`src/rtl/serpent_en_round_seq.sv`:
```
// Iterative Serpent encryption sequencer: block state, round counter, key mixing and final whitening.
// Optional macro SERPENT_SEQ_ABORT_EN adds i_abort for a synchronous mid-block cancel.
module serpent_en_round_seq #(
    parameter int NUM_ROUNDS = 32,
    parameter int KEY_IDX_W  = 6
) (
    input  logic                 i_clk,
    input  logic                 i_rst,
`ifdef SERPENT_SEQ_ABORT_EN
    input  logic                 i_abort,
`endif
    input  logic                 i_valid,
    output logic                 o_ready,
    input  logic [127:0]         i_data,
    output logic [KEY_IDX_W-1:0] o_key_idx,
    input  logic [127:0]         i_subkey,
    output logic [KEY_IDX_W-1:0] o_round,
    output logic [127:0]         o_round_data,
    input  logic [127:0]         i_round_data,
    output logic                 o_valid,
    input  logic                 i_ready,
    output logic [127:0]         o_data
);

    localparam logic [KEY_IDX_W-1:0] LAST_RND = KEY_IDX_W'(NUM_ROUNDS);
    localparam logic [KEY_IDX_W-1:0] ONE      = KEY_IDX_W'(1);

    typedef enum logic [1:0] {IDLE, RUN, DONE} seq_state_t;

    seq_state_t           st;
    logic [KEY_IDX_W-1:0] rnd;
    logic [127:0]         blk;
    logic                 abort;

`ifdef SERPENT_SEQ_ABORT_EN
    assign abort = i_abort;
`else
    assign abort = 1'b0;
`endif

    function automatic logic [127:0] key_mix(input logic [127:0] s, input logic [127:0] k);
        return s ^ k;
    endfunction

    always_ff @(posedge i_clk or posedge i_rst) begin
        if (i_rst) begin
            st      <= IDLE;
            rnd     <= '0;
            blk     <= '0;
            o_valid <= 1'b0;
            o_ready <= 1'b1;
            o_data  <= '0;
        end else if (abort && st != IDLE) begin
            // Cancel wipes the block so no partial ciphertext lingers in the datapath.
            st      <= IDLE;
            rnd     <= '0;
            blk     <= '0;
            o_valid <= 1'b0;
            o_ready <= 1'b1;
            o_data  <= '0;
        end else begin
            case (st)
                IDLE: begin
                    if (i_valid && !abort) begin
                        blk     <= i_data;
                        rnd     <= ONE;
                        o_ready <= 1'b0;
                        st      <= RUN;
                    end
                end
                RUN: begin
                    blk <= i_round_data;
                    if (rnd == LAST_RND) begin
                        st <= DONE;
                    end else begin
                        rnd <= rnd + ONE;
                    end
                end
                DONE: begin
                    // First DONE cycle applies the final subkey; afterwards hold until taken.
                    if (!o_valid) begin
                        o_data  <= key_mix(blk, i_subkey);
                        o_valid <= 1'b1;
                    end else if (i_ready) begin
                        o_valid <= 1'b0;
                        o_ready <= 1'b1;
                        rnd     <= '0;
                        st      <= IDLE;
                    end
                end
                default: begin
                    st      <= IDLE;
                    rnd     <= '0;
                    o_valid <= 1'b0;
                    o_ready <= 1'b1;
                end
            endcase
        end
    end

    always_comb begin
        o_key_idx    = '0;
        o_round      = '0;
        o_round_data = '0;
        case (st)
            RUN: begin
                o_key_idx    = rnd - ONE;
                o_round      = rnd;
                o_round_data = key_mix(blk, i_subkey);
            end
            DONE: begin
                o_key_idx = LAST_RND;
            end
            default: begin
            end
        endcase
    end

endmodule
```
`config.mk`:
```
export PLATFORM = sky130hd
export DESIGN_NAME = serpent_en_round_seq
export DESIGN_NICKNAME = d
export VERILOG_FILES = /design/src/rtl/serpent_en_round_seq.sv
export SDC_FILE = /design/constraint.sdc
export NUM_CORES = 1
export LEC_CHECK = 0
export CAP_MARGIN = 10
export CORE_AREA = 8 8 247 249
export CTS_CLUSTER_SIZE = 28
export DETAILED_ROUTE_END_ITERATION = 12
export DIE_AREA = 0 0 255 257
export GPL_TIMING_DRIVEN = 0
export PLACE_DENSITY = 0.52
export SYNTH_ARGS = -nofsm -noshare
export SYNTH_HDL_FRONTEND = slang
export SYNTH_SLANG_ARGS = --single-unit
```
`constraint.sdc`:
```
create_clock -name i_clk -period 9.3 [get_ports i_clk]
set_input_delay 1.395 -clock i_clk [delete_from_list [all_inputs] [get_ports i_clk]]
set_output_delay 1.395 -clock i_clk [all_outputs]
set_load 0.005 [all_outputs]
```
==> results.json <==
{
  "relSlewSlack_pct": 43.6,
  "io_pins": 658,
  "grt_max_degree": 115,
  "area_growth_pct": 67.2,
  "max_slew.worst_pin.slew_ns": 0.847,
  "gp_congestion": 0.837,
  "dpl_cell_area_mm2": 0.0206,
  "min_from": "o_data[16]$_DFFE_PP0P_",
  "synth_ff_type": "dfrtp_1",
  "yosys_warnings": 0,
  "fp.dieW_um": 255,
  "synth-seq-cells": 266,
  "rows": 88,
  "slew_viol_final": 0,
  "worstPathArrival_ns": 3.19,
  "finalWirelength_mm": 60.8,
  "num_vias": 11800,
  "synth_top_area_share_pct": 50.9,
  "hold_depth": 2,
  "cts_root_buf": "clkbuf_16",
  "cts.htree.levels": 2,
  "min_period_ns": 4.58,
  "peakVddDrop_uv": 138,
  "tns_ns": 0,
  "fin_cells": 2764,
  "pwr_density_cell_mw_per_mm2": 327,
  "hpwl_mm": 49.2,
  "detail-route-antenna-nets": 0,
  "track_usage_pct": 17.8,
  "cts_resized": 0,
  "synth_xor_area_share_pct": 8.73,
  "nets": 2367,
  "status": "finished clean",
  "power.leakage_nw": 9.23,
  "yosysTopAreaCell": "dfrtp_1",
  "syn_nets": 1671,
  "synthMuxAreaShare_pct": 14.0,
  "hp-class": "flop to flop",
  "grt_pass1_wl_mm": 86.8,
  "fp.dieArea_mm2": 0.0655,
  "core_area_mm2": 0.0570,
  "hold_buffers": 0,
  "critPathCaptureType": "primary output",
  "layout_common_cells": "clkdlybuf4s50_1, dfrtp_1, nand2_1",
  "grt_pass1_vias": 12600,
  "fmax_ghz": 0.218,
  "mostFrequentLayoutCell": "clkdlybuf4s50_1",
  "r2r-start": "st[0]$_DFFE_PP0P_",
  "start_util_pct": 22.9,
  "via_per_inst": 4.27,
  "yosysUniqueCellTypes": 45,
  "worstReg2RegEnd": "o_data[74]$_DFFE_PP0P_",
  "synth_adder_area_share_pct": 0.672,
  "dpl.cell_count": 2700,
  "drc_errors": 0,
  "synthCells": 1276,
  "fin_util_pct": 38.2,
  "fin_hold_ws_ns": 0.473,
  "numClockSinks": 266,
  "fin_skew_ns": 0.0136,
  "overflow": 0,
  "netlist_area_mm2": 0.0130,
  "numCtsBuffers": 35,
  "die_y_um": 257,
  "layout-drive-gt1-share_pct": 9.06,
  "stdcell_area_mm2": 0.0218,
  "r2r_slack_ns": 6.57,
  "rr_worst_depth": 7,
  "yosys.area_share.simple_pct": 12.4,
  "path_clk_slew_ns": 0.06,
  "rsz0062_at_grt": "false",
  "drt_first_pass_iters": 5,
  "ys_seq_area_share_pct": 51.1,
  "post_cts_buffers": 0,
  "cts_tree": "done",
  "syn_area_per_cell_um2": 10.2,
  "avgRoutedWirePerCell_um": 22.0,
  "synth_top_family_by_area": "multiplexers",
  "hold_violations": 0,
  "maxCapViolCount": 0,
  "antenna_found_initial": 3,
  "synth_area_leaders": "dfrtp_1, mux2i_1, o21ai_0, xnor2_1, nand2_1",
  "post-route-period-util_pct": 49.3,
  "async_flop_share_pct": 100,
  "worst_setup_path_start_kind": "primary input",
  "synth_edf_count": 0,
  "crit_type": "primary input to primary output",
  "crit_required_ns": 7.91,
  "cts_max_path_buffers": 3,
  "min_to": "o_data[16]$_DFFE_PP0P_",
  "setup_viol": 0,
  "numPortBuffers": 657,
  "drt_iter0_markers": 446,
  "clk_latency_ns": 0.53,
  "cp_max_fo": 2,
  "synth_compound_area_share_pct": 9.47
}
-- metal layers --
metal  share of wire (%)  global-route usage, %
met1                  39                   20.7
met2                  50                   31.3
met3                 7.1                   4.65
met4                 3.2                   6.11
met5                   0                      0
-- final cells by class --
class	count	area [µm²]
diodes	2	5.00
plain buffers	84	442
clock buffers	52	1030
clock inverters	10	129
fillers	5797	35200
inverters	9	41.3
multi-input cells	917	5910
flip-flops and latches	266	6660
well taps	765	957
repair buffers	659	6630
-- worst max path at each step --
| stage | startpoint | cells past startpoint | to | slack (ns) |
|---|---|---|---|---|
| final | i_subkey[70] | 4 | o_round_data[70] | 4.72 |
| after global routing | st[1]$_DFFE_PP0P_ | 7 | o_round_data[122] | 4.36 |
| after CTS | st[1]$_DFFE_PP0P_ | 7 | o_key_idx[0] | 4.49 |
| after detailed placement | i_subkey[70] | 4 | o_round_data[70] | 4.65 |
| after global placement | i_rst | 2 | blk[19]$_DFFE_PP0P_ | -3.69 |
| after floorplan | i_rst | 1 | blk[0]$_DFFE_PP0P_ | 0.58 |
-- sequential cells by signal, indices dropped and copies added, names as in the netlist --
name	flops
blk	128
o_data	128
rnd	6
st	2
o_ready	1
o_valid	1
-- worst max-delay path, stage by stage --
cell and delay [ns]:
clkdlybuf4s50_1 0.51, xor2_1 0.52, and2_1 0.21, clkdlybuf4s50_1 0.54
-- cell families after synthesis --
| logic type | Yosys count |
|---|---|
| adders and majority gates | 7 |
| AOI/OAI and AO/OA | 234 |
| buffers and inverters | 93 |
| xor gates and xnor gates | 130 |
| and+or+nand+nor | 370 |
| DFF | 266 |
| muxes | 176 |
-- synth_stat cells (all sizes together) (2+ instances only) --
cell type	instances
o31ai	2
dfrtp	265
nand2b	3
and2	47
nand3	3
mux2	47
xor2	46
o21ai	213
or4	2
nand2	214
mux2i	129
a31oi	2
nor2	93
o2bb2ai	2
a211oi	2
o211ai	2
clkbuf	36
buf	48
inv	9
ha	7
xnor2	84
nor3	3
-- power breakdown --
| group | switching, mW | leakage [nW] | total [mW] | internal, mW |
|---|---|---|---|---|
| combinational | 1.78 | 5.63 | 3.70 | 1.92 |
| sequential | 0.340 | 3.03 | 2.04 | 1.70 |
| clock | 0.536 | 0.574 | 1.39 | 0.850 |
| total | 2.65 | 9.23 | 7.13 | 4.48 |
-- through the flow --
step	setup slack [ns]	power (mW)
3_3_place_gp	-3.69	5.82
6_report	4.72	7.13
4_1_cts	4.49	7.30
5_1_grt	4.36	7.62
3_5_place_dp	4.65	5.86
2_1_floorplan	0.581	3.65
Power figures use the tool's default switching activity.
==> RTL change 1: new RTL, same flow settings <==
Make the reset (`i_rst`) synchronous in one clocked block.
--- a/src/rtl/serpent_en_round_seq.sv
+++ b/src/rtl/serpent_en_round_seq.sv
@@ -43,5 +43,5 @@
     endfunction
 
-    always_ff @(posedge i_clk or posedge i_rst) begin
+    always_ff @(posedge i_clk) begin
         if (i_rst) begin
             st      <= IDLE;
Formal check against the unedited RTL: differs if i_rst is asserted again (counterexample within 4 cycles, from zero or initial values and one cycle with i_rst high); with i_rst held inactive, the same outputs for 4 cycles.
==> RTL change 1 against the unedited design <==
Fmax is 5.6% lower; largest cell class unchanged; final cell count is 2.9% higher; worst setup slack got worse by 0.27 ns; first-iteration DRC count decreased by 5.6%; routed wire length increased by 0.23%; area after synthesis down 2.7%; final area fell by 1.9%; sequential cell count is the same.
Power is not compared: it rests on default switching activity, and its combinational part moved more than twofold at a synthesized area within 25%.
==> RTL change 1: results (changes against the unedited design) <==
* Netlist cell types at 33 (was 45)
* Port bufs at 656 (was 657)
* Dpl hpwl at 49.5 mm (was 49.2 mm)
* Largest net degree at the start of global routing at 13 (was 115)
* Syn Nets at 1750 (was 1671)
* Syn Inst Count at 1355 (was 1276)
* Initial DRT Pass Iterations at 4 (was 5)
* Post-Route WL at 61.0 mm (was 60.8 mm)
* Largest stage delay on the critical path at 0.81 ns (was 0.54 ns)
* Beginning of the critical path: st[1]$_SDFFE_PP0P_ (was i_subkey[70])
* Commonest cells post-synth: 268 x nor2_1, 266 x dfxtp_1, 256 x mux2i_1 (was 265 x dfrtp_1, 187 x nand2_1, 173 x o21ai_0)
* Worst hold path endpoint: o_data[31]$_SDFFE_PP0P_ (was o_data[16]$_DFFE_PP0P_)
* Final Skew at 0.0124 ns (was 0.0136 ns)
* Worst reg2reg endpoint: blk[86]$_SDFFE_PP0P_ (was o_data[74]$_DFFE_PP0P_)
* Sequential share of the synthesized area at 0.420 (was 0.511)
* Outcome: complete, no violations (unchanged)
* FF-to-FF setup slack at 6.70 ns (was 6.57 ns)
* Post-synthesis compound-gate area fraction at 0.0866 (was 0.0947)
* Worst Setup EP: o_round_data[112] (was o_round_data[70])
* CP Data Arrival Time at 3.46 ns (was 3.19 ns)
* Adder-cell share of the synthesized area at 0.00690 (was 0.00672)
* Initial antenna violation count at 8 (was 3)
* Async SR Flop Fraction at 0 (was 1.00)
* Relative slew slack at 0.318 (was 0.436)
* Drt first-iter violations at 421 (was 446)
* Hold path start: o_data[31]$_SDFFE_PP0P_ (was o_data[16]$_DFFE_PP0P_)
* Synth area leaders: dfxtp_1 42%, mux2i_1 20%, xor2_1 9.0% (was dfrtp_1 51%, mux2i_1 9.8%, o21ai_0 6.6%)
* Vias in the first global route at 13100 (was 12600)
* Hold_ws at 0.487 ns (was 0.473 ns)
* Mux cell area share after synthesis at 0.202 (was 0.140)
* Nets at 2444 (was 2367)
* Synth Area in XOR/XNOR at 0.0911 (was 0.0873)
* Total track usage at 0.178 (about the same)
* Layout cells sized above 1 at 0.0497 (was 0.0906)
* First-pass GRT wire length at 87.1 mm (was 86.8 mm)
## RTL change 1: worst reg2reg max path, delay by kind of cell, from the launching register on
kind | cells | cell delay (ns)
fa+ha+maj | 1 | 0.15
mux | 1 | 0.51
compound gates | 1 | 0.15
buf+inv | 4 | 1.33
flops | 1 | 0.32
## RTL change 1: layer usage
metal / part of all wire / wire, µm / track usage
met1: 0.39 / 23600 / 0.198
met4: 0.019 / 1170 / 0.0400
met5: 0.00061 / 37 / 0
met2: 0.51 / 30900 / 0.320
met3: 0.087 / 5290 / 0.0622
## RTL change 1: final cells by class
| type | count | share of cell area |
|---|---|---|
| Antenna cell | 4 | 0.000468 |
| Buffer | 106 | 0.0212 |
| Clock buffer | 52 | 0.0497 |
| Clock inverter | 10 | 0.00369 |
| Inverter | 6 | 0.00105 |
| Multi-Input combinational cell | 977 | 0.322 |
| Sequential cell | 266 | 0.249 |
| Tap cell | 765 | 0.0448 |
| Timing Repair Buffer | 657 | 0.308 |
## RTL change 1: cells by family after synthesis
kind of cell,count (synthesis)
AO/OA/AOI/OAI,151
XOR/XNOR,132
adder cells (fa/ha/maj),7
buffers and inverters,112
flip-flops,266
multiplexers,256
AND/OR/NAND/NOR,431
## RTL change 1: metrics by stage
stage | std cells | instance area [µm²] | total power [W] | worst slack, ns
floorplan | 1355 | 12700 | 0.00209 | 6.22
global placement | 2776 | 20200 | 0.00284 | 4.60
detailed placement | 2777 | 20200 | 0.00286 | 4.61
CTS | 2839 | 21400 | 0.00423 | 4.20
global route | 2840 | 21400 | 0.00439 | 4.16
finish | 2843 | 21400 | 0.00415 | 4.45
## RTL change 1: where the power goes
group	internal, W	switching (W)
clock network	0.000817	0.000529
logic	0.000710	0.000732
registers	0.00127	0.0000921
total	0.00280	0.00135
==> RTL change 2: new RTL, config.mk and constraints unchanged <==
Without the edit above. Add a define of `SERPENT_SEQ_ABORT_EN`.
--- a/src/rtl/serpent_en_round_seq.sv
+++ b/src/rtl/serpent_en_round_seq.sv
@@ -1,4 +1,6 @@
 // Iterative Serpent encryption sequencer: block state, round counter, key mixing and final whitening.
 // Optional macro SERPENT_SEQ_ABORT_EN adds i_abort for a synchronous mid-block cancel.
+`define SERPENT_SEQ_ABORT_EN
+
 module serpent_en_round_seq #(
     parameter int NUM_ROUNDS = 32,
Ports: changed (added i_abort); port bits go from 658 to 659. The function was not compared with the original's and may differ.
==> RTL change 2 against the unedited design <==
Power rose by 8.9%; final area rose by 5.0%; non-clock buffer count rose by 34; routed wire length increased by 12%; worst setup slack lost 0.52 ns; area after synthesis rose by 7.6%; sequential cell count is the same; die area unchanged; register-to-register slack improved by 0.19 ns; hold slack worse by 0.0034 ns; largest power group unchanged; highest routed layer is now met5.
==> RTL change 2: results (changes against the unedited design) <==
* Outcome: complete, no violations (unchanged)
* Syn Nets at 1821 (was 1671)
* Largest net degree at the start of global routing at 118 (was 115)
* Worst Max-Slew Pin Slew at 1.08 ns (was 0.847 ns)
* Placed cell areas at 0.0216 mm² (was 0.0206 mm²)
* Nets at 2518 (was 2367)
* Max clock buf depth at 3 (unchanged)
* Yosys top cell area share at 0.473 (was 0.509)
* Worst reg2reg endpoint: blk[105]$_DFFE_PP0P_ (was o_data[74]$_DFFE_PP0P_)
* Vias in the first global route at 13800 (was 12600)
* Worst R2R Start: st[1]$_DFFE_PP0P_ (was st[0]$_DFFE_PP0P_)
* Routability congestion estimate at 0.848 (was 0.837)
* Final Skew at 0.0251 ns (was 0.0136 ns)
* TritonCTS buffer count at 36 (was 35)
* Dpl hpwl at 54.2 mm (was 49.2 mm)
* Syn avg cell area at 9.84 µm² (was 10.2 µm²)
* Peak VDD IR at 0.140 mV (was 0.138 mV)
* Synth area leaders: dfrtp_1 47%, o31ai_1 10%, mux2i_1 9.3% (was dfrtp_1 51%, mux2i_1 9.8%, o21ai_0 6.6%)
* CP Data Arrival Time at 3.71 ns (was 3.19 ns)
* Total track usage at 0.198 (was 0.178)
* Root Buffer: clkbuf_16 (unchanged)
* # fillers at 5818 (was 5797)
* Layout cells sized above 1 at 0.0657 (was 0.0906)
* Via count at 13100 (was 11800)
* Async SR Flop Fraction at 1.00 (unchanged)
* Cell total after placement at 2850 (was 2700)
* Lkg Pwr at 9.69 nW (was 9.23 nW)
* Worst hold path endpoint: o_data[6]$_DFFE_PP0P_ (was o_data[16]$_DFFE_PP0P_)
* FF-to-FF setup slack at 6.76 ns (was 6.57 ns)
* Post-Route WL at 68.0 mm (was 60.8 mm)
* Commonest cells post-synth: 328 x nand2_1, 265 x dfrtp_1, 195 x o31ai_1 (was 265 x dfrtp_1, 187 x nand2_1, 173 x o21ai_0)
* Fin cells at 2918 (was 2764)
* First-pass GRT wire length at 96.6 mm (was 86.8 mm)
* Hold path start: o_data[6]$_DFFE_PP0P_ (was o_data[16]$_DFFE_PP0P_)
* Drt first-iter violations at 646 (was 446)
* Sequential share of the synthesized area at 0.475 (was 0.511)
* Initial antenna violation count at 9 (was 3)
* Critical path fanouts, max at 10 (was 2)
-- RTL change 2: cell types whose count changed after synthesis, moves of 46 or more --
cell     unedited run  this run
o31ai_1             2       195
nand2_1           187       328
o21ai_0           173        67
nor2_1             93         6
nor2b_1             1        70
mux2_2             47         1
-- RTL change 2: worst max path at each step --
stage                     slack [ns]                   to         startpoint  cells past startpoint
final                           4.19     o_round_data[29]  st[1]$_DFFE_PP0P_                      7
after global routing            4.01           o_round[4]  st[1]$_DFFE_PP0P_                      7
after CTS                       4.11     o_round_data[29]  st[1]$_DFFE_PP0P_                      7
after detailed placement        4.72    o_round_data[126]  st[1]$_DFFE_PP0P_                      7
after global placement         -3.65  blk[82]$_DFFE_PP0P_              i_rst                      2
after floorplan                 0.58   blk[0]$_DFFE_PP0P_              i_rst                      1
-- RTL change 2: cell families after synthesis --
group,after synthesis,share of synthesized area
mux,134,0.0970
xor+xnor,132,0.0824
buf+inv,125,0.0464
fa+ha+maj,6,0.00535
compound gates,272,0.134
flops,266,0.475
simple gates,491,0.160
-- RTL change 2: per-layer routing --
metal	GRT usage	vias to the layer above	wire length, µm
met4	0.0615	4	1960
met1	0.231	6295	26800
li1	-	6265	-
met5	0	-	27
met2	0.346	417	34100
met3	0.0559	94	5000
-- RTL change 2: area by class of cell --
cell class | count | area [µm²] | share of cell area
multi-input cells | 1035 | 6720 | 0.293
plain buffers | 118 | 624 | 0.0273
clock buffers | 51 | 1090 | 0.0476
diodes | 6 | 15.0 | 0.000656
clock inverters | 11 | 173 | 0.00754
repair buffers | 659 | 6630 | 0.290
flip-flops and latches | 266 | 6660 | 0.291
well taps | 765 | 957 | 0.0418
inverters | 7 | 33.8 | 0.00148
-- RTL change 2: report_power, final --
group	internal, W	total, W	switching (W)
Clock	0.000926	0.00149	0.000561
Combinational	0.00206	0.00427	0.00221
Sequential	0.00168	0.00201	0.000324
-- RTL change 2: stage by stage --
stage | worst slack (ns) | util
6_report | 4.19 | 0.402
5_1_grt | 4.01 | 0.401
4_1_cts | 4.11 | 0.401
3_5_place_dp | 4.72 | 0.379
3_3_place_gp | -3.65 | 0.378
2_1_floorplan | 0.581 | -
-- RTL change 2: worst max-delay path: stages (launching register included) --
cell             delay (ns)
dfrtp_1                0.42
inv_1                  0.14
ha_1                   0.16
buf_2                  0.23
clkbuf_1               0.83
clkbuf_1               0.50
nor2b_1                0.30
clkdlybuf4s50_1        0.57
